`src/rtl/pipe_stage_buffer_pkg.sv`:
```
// -----------------------------------------------------------------------------
// pipe_stage_buffer_pkg
// Shared definitions for the pipeline stage buffers.
//   - Payload widths of the four classic stage boundaries (IF/ID, ID/EX,
//     EX/MEM, MEM/WB) and their NOP/bubble encodings. A bubble is all zero, so
//     every control bit inside it means "no write / no side effect".
//   - Small helpers shared by the buffer implementation.
// No ports (package).
// -----------------------------------------------------------------------------
package pipe_stage_buffer_pkg;

    typedef enum logic [1:0] {
        STAGE_IF_ID  = 2'd0,
        STAGE_ID_EX  = 2'd1,
        STAGE_EX_MEM = 2'd2,
        STAGE_MEM_WB = 2'd3
    } stage_e;

    localparam int IF_ID_W  = 32;
    localparam int ID_EX_W  = 82;
    localparam int EX_MEM_W = 40;
    localparam int MEM_WB_W = 54;

    localparam logic [IF_ID_W-1:0]  IF_ID_NOP  = '0;
    localparam logic [ID_EX_W-1:0]  ID_EX_NOP  = '0;
    localparam logic [EX_MEM_W-1:0] EX_MEM_NOP = '0;
    localparam logic [MEM_WB_W-1:0] MEM_WB_NOP = '0;

    // Payload width of a given stage boundary, for parameterising instances.
    function automatic int stage_width(input stage_e stage);
        case (stage)
            STAGE_IF_ID:  return IF_ID_W;
            STAGE_ID_EX:  return ID_EX_W;
            STAGE_EX_MEM: return EX_MEM_W;
            default:      return MEM_WB_W;
        endcase
    endfunction

    // Number of held entries from the two valid bits.
    function automatic logic [1:0] entry_count(input logic main_valid,
                                               input logic skid_valid);
        return {1'b0, main_valid} + {1'b0, skid_valid};
    endfunction

endpackage

```
`src/rtl/pipe_stage_buffer_skid_reg.sv`:
```
// -----------------------------------------------------------------------------
// pipe_skid_reg
// One valid+data register slot. Used as the main register and, when present,
// as the skid register of pipe_stage_buffer.
// Ports:
//   clock       rising-edge clock
//   reset       asynchronous active-low reset (loads BUBBLE, clears valid)
//   clear       synchronous clear (flush); beats load
//   load        update the slot this cycle
//   load_valid  valid bit to store on load
//   load_data   payload to store on load (only taken when load_valid=1)
//   valid       stored valid bit
//   data        stored payload
// -----------------------------------------------------------------------------
module pipe_skid_reg
    import pipe_stage_buffer_pkg::*;
#(
    parameter int               WIDTH  = 32,
    parameter logic [WIDTH-1:0] BUBBLE = '0
) (
    input  logic             clock,
    input  logic             reset,
    input  logic             clear,
    input  logic             load,
    input  logic             load_valid,
    input  logic [WIDTH-1:0] load_data,
    output logic             valid,
    output logic [WIDTH-1:0] data
);

    logic             valid_d, valid_q;
    logic [WIDTH-1:0] data_d,  data_q;

    // Emptying the slot keeps the old payload; it is don't-care once invalid,
    // and leaving it alone avoids toggling the wide data bus.
    always_comb begin
        valid_d = valid_q;
        data_d  = data_q;
        if (clear) begin
            valid_d = 1'b0;
            data_d  = BUBBLE;
        end else if (load) begin
            valid_d = load_valid;
            if (load_valid) begin
                data_d = load_data;
            end
        end
    end

    always_ff @(posedge clock or negedge reset) begin
        if (!reset) begin
            valid_q <= 1'b0;
            data_q  <= BUBBLE;
        end else begin
            valid_q <= valid_d;
            data_q  <= data_d;
        end
    end

    assign valid = valid_q;
    assign data  = data_q;

endmodule

```
`src/rtl/pipe_stage_buffer.sv`:
```
// -----------------------------------------------------------------------------
// pipe_stage_buffer
// Valid/ready pipeline stage register with optional skid entry, flush to a
// bubble, and a saturating downstream-stall counter.
// Parameters:
//   WIDTH   payload width (1..256)
//   SKID    1 = two-entry skid buffer, registered in_ready
//           0 = single register, in_ready combinational from out_ready
//   BUBBLE  payload loaded on reset and flush
//   CNT_W   stall counter width
// Ports:
//   clock, reset (async active-low), flush (sync squash of all entries)
//   in_valid/in_ready/in_data     upstream handshake
//   out_valid/out_ready/out_data  downstream handshake
//   stall_count                   cycles with out_valid && !out_ready (sat.)
//   occupancy                     entries currently held
// -----------------------------------------------------------------------------
module pipe_stage_buffer
    import pipe_stage_buffer_pkg::*;
#(
    parameter int               WIDTH  = 32,
    parameter bit               SKID   = 1'b1,
    parameter logic [WIDTH-1:0] BUBBLE = '0,
    parameter int               CNT_W  = 16
) (
    input  logic             clock,
    input  logic             reset,
    input  logic             flush,
    input  logic             in_valid,
    output logic             in_ready,
    input  logic [WIDTH-1:0] in_data,
    output logic             out_valid,
    input  logic             out_ready,
    output logic [WIDTH-1:0] out_data,
    output logic [CNT_W-1:0] stall_count,
    output logic [1:0]       occupancy
);

    localparam logic [CNT_W-1:0] STALL_MAX = '1;

    logic             main_valid;
    logic [WIDTH-1:0] main_data;
    logic             main_load;
    logic             main_load_valid;
    logic [WIDTH-1:0] main_load_data;
    logic             skid_valid;
    logic             xfer_in;

    assign xfer_in = in_valid && in_ready;

    pipe_skid_reg #(
        .WIDTH  (WIDTH),
        .BUBBLE (BUBBLE)
    ) u_main (
        .clock      (clock),
        .reset      (reset),
        .clear      (flush),
        .load       (main_load),
        .load_valid (main_load_valid),
        .load_data  (main_load_data),
        .valid      (main_valid),
        .data       (main_data)
    );

    generate
        if (SKID) begin : gen_skid
            logic             main_can_load;
            logic             skid_load;
            logic             skid_load_valid;
            logic [WIDTH-1:0] skid_data;

            // in_ready depends only on the skid flop, so no combinational
            // path runs from out_ready back to the upstream stage.
            assign in_ready      = !skid_valid;
            assign main_can_load = !main_valid || out_ready;

            // Main refills from skid first so the older entry leaves first.
            // While skid is full in_ready is low, so skid and a new input
            // never compete for the main register in the same cycle.
            always_comb begin
                main_load       = main_can_load;
                main_load_valid = skid_valid || xfer_in;
                main_load_data  = skid_valid ? skid_data : in_data;
            end

            // Skid empties when main drains it, fills when main is stuck.
            always_comb begin
                skid_load       = (main_can_load && skid_valid) ||
                                  (!main_can_load && xfer_in);
                skid_load_valid = !main_can_load;
            end

            pipe_skid_reg #(
                .WIDTH  (WIDTH),
                .BUBBLE (BUBBLE)
            ) u_skid (
                .clock      (clock),
                .reset      (reset),
                .clear      (flush),
                .load       (skid_load),
                .load_valid (skid_load_valid),
                .load_data  (in_data),
                .valid      (skid_valid),
                .data       (skid_data)
            );
        end else begin : gen_single
            assign skid_valid = 1'b0;
            assign in_ready   = !main_valid || out_ready;

            // A consuming downstream with no new input leaves the slot empty.
            always_comb begin
                main_load       = xfer_in || (main_valid && out_ready);
                main_load_valid = xfer_in;
                main_load_data  = in_data;
            end
        end
    endgenerate

    assign out_valid = main_valid;
    assign out_data  = main_data;
    assign occupancy = entry_count(main_valid, skid_valid);

    // Stall counter keeps counting through flush; only reset clears it.
    logic [CNT_W-1:0] stall_count_d, stall_count_q;

    always_comb begin
        stall_count_d = stall_count_q;
        if (main_valid && !out_ready && (stall_count_q != STALL_MAX)) begin
            stall_count_d = stall_count_q + CNT_W'(1);
        end
    end

    always_ff @(posedge clock or negedge reset) begin
        if (!reset) begin
            stall_count_q <= '0;
        end else begin
            stall_count_q <= stall_count_d;
        end
    end

    assign stall_count = stall_count_q;

endmodule

```
`config.mk`:
```
export PLATFORM = sky130hd
export DESIGN_NAME = pipe_stage_buffer
export DESIGN_NICKNAME = d
export VERILOG_FILES = /design/src/rtl/pipe_stage_buffer_pkg.sv /design/src/rtl/pipe_stage_buffer_skid_reg.sv /design/src/rtl/pipe_stage_buffer.sv
export SDC_FILE = /design/constraint.sdc
export NUM_CORES = 1
export LEC_CHECK = 0
export BUFFER_PORTS_ARGS = -buffer_cell sky130_fd_sc_hd__buf_2
export CAP_MARGIN = 0
export CORE_MARGIN = 1.5
export CORE_UTILIZATION = 53
export CTS_CLUSTER_DIAMETER = 40
export CTS_CLUSTER_SIZE = 16
export DETAILED_ROUTE_END_ITERATION = 7
export PLACE_DENSITY = 0.89
export SETUP_SLACK_MARGIN = 0.1
export SYNTH_ARGS = -nofsm -noshare
export SYNTH_HDL_FRONTEND = slang
export SYNTH_SLANG_ARGS = --single-unit
```
`constraint.sdc`:
```
create_clock -name clock -period 2.06 [get_ports clock]
set_input_delay 0.206 -clock clock [delete_from_list [all_inputs] [get_ports clock]]
set_output_delay 0.206 -clock clock [all_outputs]
set_load 0.02 [all_outputs]
```
==> results of run 1 <==
[Yosys cell counts (2+ instances only)]
| master | number | area share [%] |
|---|---|---|
| mux2i_1 | 32 | 8.6 |
| dfrtp_1 | 82 | 55 |
| xor2_1 | 7 | 1.6 |
| buf_2 | 10 | 1.3 |
| o21a_1 | 2 | 0.40 |
| a21oi_1 | 39 | 5.2 |
| nor3_1 | 5 | 0.67 |
| nand4_1 | 2 | 0.34 |
| ha_1 | 2 | 0.67 |
| nor4_2 | 4 | 1.3 |
| nand2_1 | 71 | 7.1 |
| nand3_1 | 4 | 0.54 |
| and3_1 | 3 | 0.50 |
| a211oi_1 | 33 | 6.6 |
| inv_1 | 5 | 0.50 |
| nor2_1 | 39 | 3.9 |
| clkbuf_1 | 14 | 1.4 |
[routing by layer]
metal / vias up / routed length, microns
met5: - / 0
met4: 0 / 216
met3: 20 / 352
met2: 104 / 4080
met1: 1451 / 3600
li1: 1461 / -
[power groups by stage]
stage          Combinational [mW]  Sequential (mW)  Clock, mW
6_report                    0.675             1.85      0.984
2_1_floorplan               0.272             1.99          0
4_1_cts                     0.677             1.84       1.01
3_3_place_gp                0.653             1.86          0
3_5_place_dp                0.675             1.87          0
5_1_grt                     0.737             1.86       1.08
[sequential cells by signal, indices dropped and copies added, names as in the netlist]
| signal | cells |
|---|---|
| u_main.valid | 1 |
| u_main.data | 32 |
| gen_skid.u_skid.data | 32 |
| gen_skid.u_skid.valid | 1 |
| stall_count | 16 |
[worst min-delay path: cells and delay by family]
kind	cells	cell delay, ns
and+or+nand+nor	1	0.05
buffers and inverters	1	0.10
AOI/OAI and AO/OA	1	0.05
[what timing repair did]
action,in CTS,in global routing
resized for setup,0,1
setup endpoints to repair,0,2
endpoints found under the hold margin,46,0
buffers inserted,0,0
hold buffers,1,0
[cell families (layout without fill, tap and decap cells)]
logic type,count (synthesis),in the layout,share of synthesized area [%]
AND/OR/NAND/NOR,140,140,17.5
multiplexers,34,34,9.19
adder cells (fa/ha/maj),2,2,0.670
buffers and inverters,29,120,3.25
AO/OA/AOI/OAI,77,77,12.8
XOR/XNOR,7,7,1.64
flip-flops,82,82,55.0
[through the flow]
| stage | setup slack, ns | util [%] |
|---|---|---|
| finish | 0.347 | 65.9 |
| global route | 0.214 | 65.9 |
| CTS | 0.178 | 65.8 |
| detailed placement | 0.207 | 63.2 |
| global placement | 0.405 | 63.2 |
| floorplan | 0.377 | - |
[worst max path at each step]
| stage | start | endpoint | slack, ns | cells after the start |
|---|---|---|---|---|
| 3_3_place_gp | stall_count[0]$_DFFE_PN0P_ | stall_count[12]$_DFFE_PN0P_ | 0.41 | 5 |
| 2_1_floorplan | stall_count[0]$_DFFE_PN0P_ | stall_count[12]$_DFFE_PN0P_ | 0.38 | 5 |
| 4_1_cts | stall_count[0]$_DFFE_PN0P_ | stall_count[14]$_DFFE_PN0P_ | 0.18 | 5 |
| 5_1_grt | stall_count[0]$_DFFE_PN0P_ | stall_count[9]$_DFFE_PN0P_ | 0.21 | 5 |
| 3_5_place_dp | stall_count[0]$_DFFE_PN0P_ | stall_count[14]$_DFFE_PN0P_ | 0.21 | 5 |
| 6_report | stall_count[0]$_DFFE_PN0P_ | stall_count[14]$_DFFE_PN0P_ | 0.35 | 5 |
[cells in the final DEF, fill, tap and decap left out, types with 2 or more instances in the layout]
| cell | count |
|---|---|
| nor3_1 | 5 |
| a21oi_1 | 39 |
| ha_1 | 2 |
| clkbuf_1 | 3 |
| nor4_2 | 5 |
| buf_2 | 87 |
| nand3_1 | 4 |
| nor2_1 | 39 |
| buf_12 | 2 |
| inv_1 | 5 |
| nand4_1 | 2 |
| mux2i_1 | 32 |
| o21a_1 | 2 |
| and3_1 | 3 |
| a211oi_1 | 33 |
| nand2_1 | 71 |
| buf_4 | 9 |
| xor2_1 | 7 |
| dfrtp_1 | 81 |
| clkinvlp_4 | 2 |
| clkbuf_8 | 9 |
[cell type report]
class | count | share of cell area [%]
Multi-Input combinational cell | 260 | 35.0
Clock inverter | 4 | 0.643
Timing Repair Buffer | 99 | 12.4
Tap cell | 96 | 2.68
Clock buffer | 12 | 3.02
Sequential cell | 82 | 45.9
Inverter | 5 | 0.419
==> impl_metrics.ini, run 1 <==
[logic_synthesis]
synth_nets = 410
synth_edf_count = 0
synthDistinctLibCells = 34
synth_flop_cell = dfrtp_1
postSynthAreaPerCell_sq_um = 10.1
synth_seq_cells = 82
yosysWarnings = 0
syn_area_sq_mm = 0.00373
async_flop_share_pct = 100
netlist_instances = 371
synth_seq_area_share_pct = 55.0

[sta]
slew_headroom_pct = 55.7
finalSetupViolCount = 0
rsz0062_at_grt = no
worst_slew_pin_slew_ns = 0.664
fin_skew_ns = 0.0104
post-route-min-period_ns = 1.71
hold_violations = 0
tns_ns = 0
whs_ns = 0.103
slew_viol_final = 0
timing.final.crit_share_pct = 83.2
timing.fmax_ghz = 0.584

[drt]
drt_wl_total_mm = 8.25
drc = 0
vias_per_cell = 5.44
ant_nets = 0
dr_total_vias = 3036
firstDrtPassIters = 4
drt_first_iter_violations = 171
routedWlPerCell_microns = 14.8

[power_and_ir_drop]
ir_drop_mv = 0.384
power_frac_comb_pct = 19.3
swShare_pct = 31.2
switchingPower_mw = 1.10
p_int_mw = 2.41
p_leak_nw = 2.07
clkPwrFrac_pct = 28.1
p_seq_share_pct = 52.7
power.total_mw = 3.51
powerDensity_mw_per_mm2 = 784

[hold_path]
hp-class = primary input to flip-flop
worstHoldStart = in_data[16]
hold-path-cell-count = 3
min_to = gen_skid.u_skid.data[16]$_DFFE_PN0P_

[worst_setup_path]
path_cells = ha_1 > nand4b_1 > nor4_2 > a31oi_1 > a21oi_1
worstSetupPathType = flip-flop to flip-flop
cp_num_buf_inv = 0
cp.required_ns = 2.31
cp_slowest_stage_delay_ns = 0.48
worstPathArrival_ns = 1.97
r2r-end = stall_count[14]$_DFFE_PN0P_
crit_family = simple AND/OR/NAND/NOR gates
start_kind = flip-flop
slowest_stage = nor4_2
worst_r2r_path_depth = 5
critPathMaxFanout = 5
rrSetupSlack_ns = 0.35
endpoint_kind = flip-flop
r2r_start = stall_count[0]$_DFFE_PN0P_

[layout]
multi_input_area_sq_mm = 0.00157
n_antenna_cell = 0
nets = 496
drive_above_1_share_pct = 26.6
fill_cells = 531
final_area_sq_mm = 0.00447
register_area_sq_mm = 0.00205
fin_cells = 558
area_growth_syn_to_layout_pct = 19.9

[placement]
io_buffers = 88
placed_cell_area_sq_mm = 0.00429
place.gp.congestion = 0.942
dp_hpwl_mm = 5.69
dp_cells = 541

[run_status]
status = finished clean

[floorplan]
pin_count = 89
die-area_sq_mm = 0.00755
core_area_sq_mm = 0.00679
die_x_microns = 86.9
core.rowCount = 30
die_y_microns = 86.9
initial_core_util_pct = 54.9

[clock_tree]
cts_sinks = 82
cts_root_buf = clkbuf_8
cts_buffers = 9
clk_pin_slew_worst_paths_ns = 0.08
insertion_delay_ns = 0.34
h-tree-depth = 3
clockBufferDepth = 2
cts_tree = yes

[global_route]
grt_pass1_wl_mm = 13.2
grt.busiest_layer = met2
grt_usage_pct = 22.6
grt-ovfl-total = 0
grtUsageMet3_pct = 3.79
grt_pass1_vias = 2847
grt_max_degree = 48
met1_usage_pct = 29.5
use_met2_pct = 35.9
antenna_found_initial = 0

[flow_run]
max_cap_viol_count = 0
(Power assumes the default switching activity.)
==> run 2, diff against run 1 <==
clock period = 1.6 ns   (was 2.06 ns; I/O delays follow)
==> impl_metrics.ini, run 2 (same netlist as run 1, synthesis figures left out) <==
[drt]
vias_per_cell = 5.67
drt_wl_total_mm = 9.87
drt_first_iter_violations = 207
drc = 0
firstDrtPassIters = 5
ant_nets = 0
dr_total_vias = 3288
routedWlPerCell_microns = 17.0

[floorplan]
core_area_sq_mm = 0.00679
core.rowCount = 30
die_y_microns = 86.9
die_x_microns = 86.9
initial_core_util_pct = 54.9
pin_count = 89
die-area_sq_mm = 0.00755

[layout]
final_common_cell = buf_2
final_area_sq_mm = 0.00492
nets = 518
n_antenna_cell = 0
mostFrequentLayoutCells = buf_2 (86), dfrtp_1 (71), nand2_1 (69)
area_growth_syn_to_layout_pct = 31.8
final_util_pct = 72.4
drive_above_1_share_pct = 36.4

[flow_run]
max_cap_viol_count = 0

[worst_setup_path]
worstPathArrival_ns = 1.87
slowest_stage = dfrtp_2
worstSetupPathType = flip-flop to flip-flop
cp_slowest_stage_delay_ns = 0.41
start_kind = flip-flop
cp.required_ns = 1.83
path_cells = ha_4 > nand4_1 > nor4_4 > nor2_2 > mux2_4
endpoint_kind = flip-flop
critPathMaxFanout = 5

[sta]
slew_viol_final = 0
timing.final.crit_share_pct = 102
fin_skew_ns = 0.0175
worst_slew_pin_slew_ns = 0.527
finalSetupViolCount = 2
whs_ns = 0.0358
hold_violations = 0
tns_ns = -0.0447
post-route-min-period_ns = 1.64
fin_ws_ns = -0.0355
rsz0062_at_grt = yes
timing.fmax_ghz = 0.611
slew_headroom_pct = 64.9

[run_status]
status = finished, violations left
violations = setup timing

[power_and_ir_drop]
swShare_pct = 30.2
p_seq_share_pct = 46.5
power_frac_comb_pct = 19.8
clkPwrFrac_pct = 33.7
powerDensity_mw_per_mm2 = 1050
ir_drop_mv = 0.515
power.total_mw = 5.18
switchingPower_mw = 1.56
p_leak_nw = 2.28
p_int_mw = 3.61

[placement]
place.gp.congestion = 0.968
io_buffers = 88
dp_hpwl_mm = 5.83
placed_cell_area_sq_mm = 0.00436

[hold_path]
hp-class = primary input to flip-flop

[clock_tree]
cts_sinks = 82
cts_root_buf = clkbuf_8
cts_buffers = 9
clockBufferDepth = 2
clk_pin_slew_worst_paths_ns = 0.08
cts_tree = yes
insertion_delay_ns = 0.36
h-tree-depth = 3

[global_route]
grt_pass1_vias = 2855
antenna_found_initial = 0
grt_pass1_wl_mm = 13.8
grt-ovfl-total = 0
grt_usage_pct = 24.0
grt_max_degree = 67
## run 2: final timing paths
| check | start | to | slack, ns | depth (start not counted) |
|---|---|---|---|---|
| hold / removal | in_data[17] | gen_skid.u_skid.data[17]$_DFFE_PN0P_ | 0.04 | 3 |
| max in group asynchronous | reset | gen_skid.u_skid.data[2]$_DFFE_PN0P_ | 0.62 | 3 |
| min in group asynchronous | reset | stall_count[11]$_DFFE_PN0P_ | 0.30 | 2 |
| setup / recovery | stall_count[1]$_DFFE_PN0P_ | stall_count[1]$_DFFE_PN0P_ | -0.04 | 5 |
| setup reg to reg | stall_count[1]$_DFFE_PN0P_ | stall_count[1]$_DFFE_PN0P_ | -0.04 | 5 |
| hold reg to reg | gen_skid.u_skid.data[15]$_DFFE_PN0P_ | gen_skid.u_skid.data[15]$_DFFE_PN0P_ | 0.52 | 2 |
## run 2: stage by stage
stage / worst slack [ns] / std cells
floorplan: 0.104 / 371
global placement: 0.128 / 546
detailed placement: 0.0673 / 546
CTS: 0.0426 / 565
global route: -0.0775 / 580
finish: -0.0355 / 580
## run 2: what timing repair did
item                       CTS  global route
buffers inserted             2            13
pin swaps                    1            11
gates cloned                 0             2
resized for setup            3            31
setup endpoints to repair    9            34
hold buffers                 1             0
hold endpoints to repair    38             0
## run 2: final cells by class
class / count / area (sq um)
sequential: 82 / 2070
fill: 424 / 1870
multi-input combinational: 260 / 1690
timing repair buffer: 121 / 788
clock buffer: 11 / 151
tap: 96 / 120
clock inverter: 5 / 83.8
inverter: 5 / 18.8
## run 2: worst max-delay path, delay by kind of cell (launching register included)
kind,cells,cell delay [ns]
flops,1,0.41
mux,1,0.30
fa+ha+maj,1,0.17
simple gates,3,0.64
## run 2: layer usage
layer	global-route usage [%]	part of all wire, %
met1	32.3	41
met2	37.5	49
met3	3.60	5.7
met4	13.2	4.1
met5	0	0
## run 2: power by group through the flow
stage	clock, mW	sequential [mW]	combinational (mW)
floorplan	0	2.58	0.364
global placement	0	2.41	0.869
detailed placement	0	2.43	0.899
CTS	1.76	2.38	0.936
global route	1.85	2.43	1.11
finish	1.74	2.41	1.03
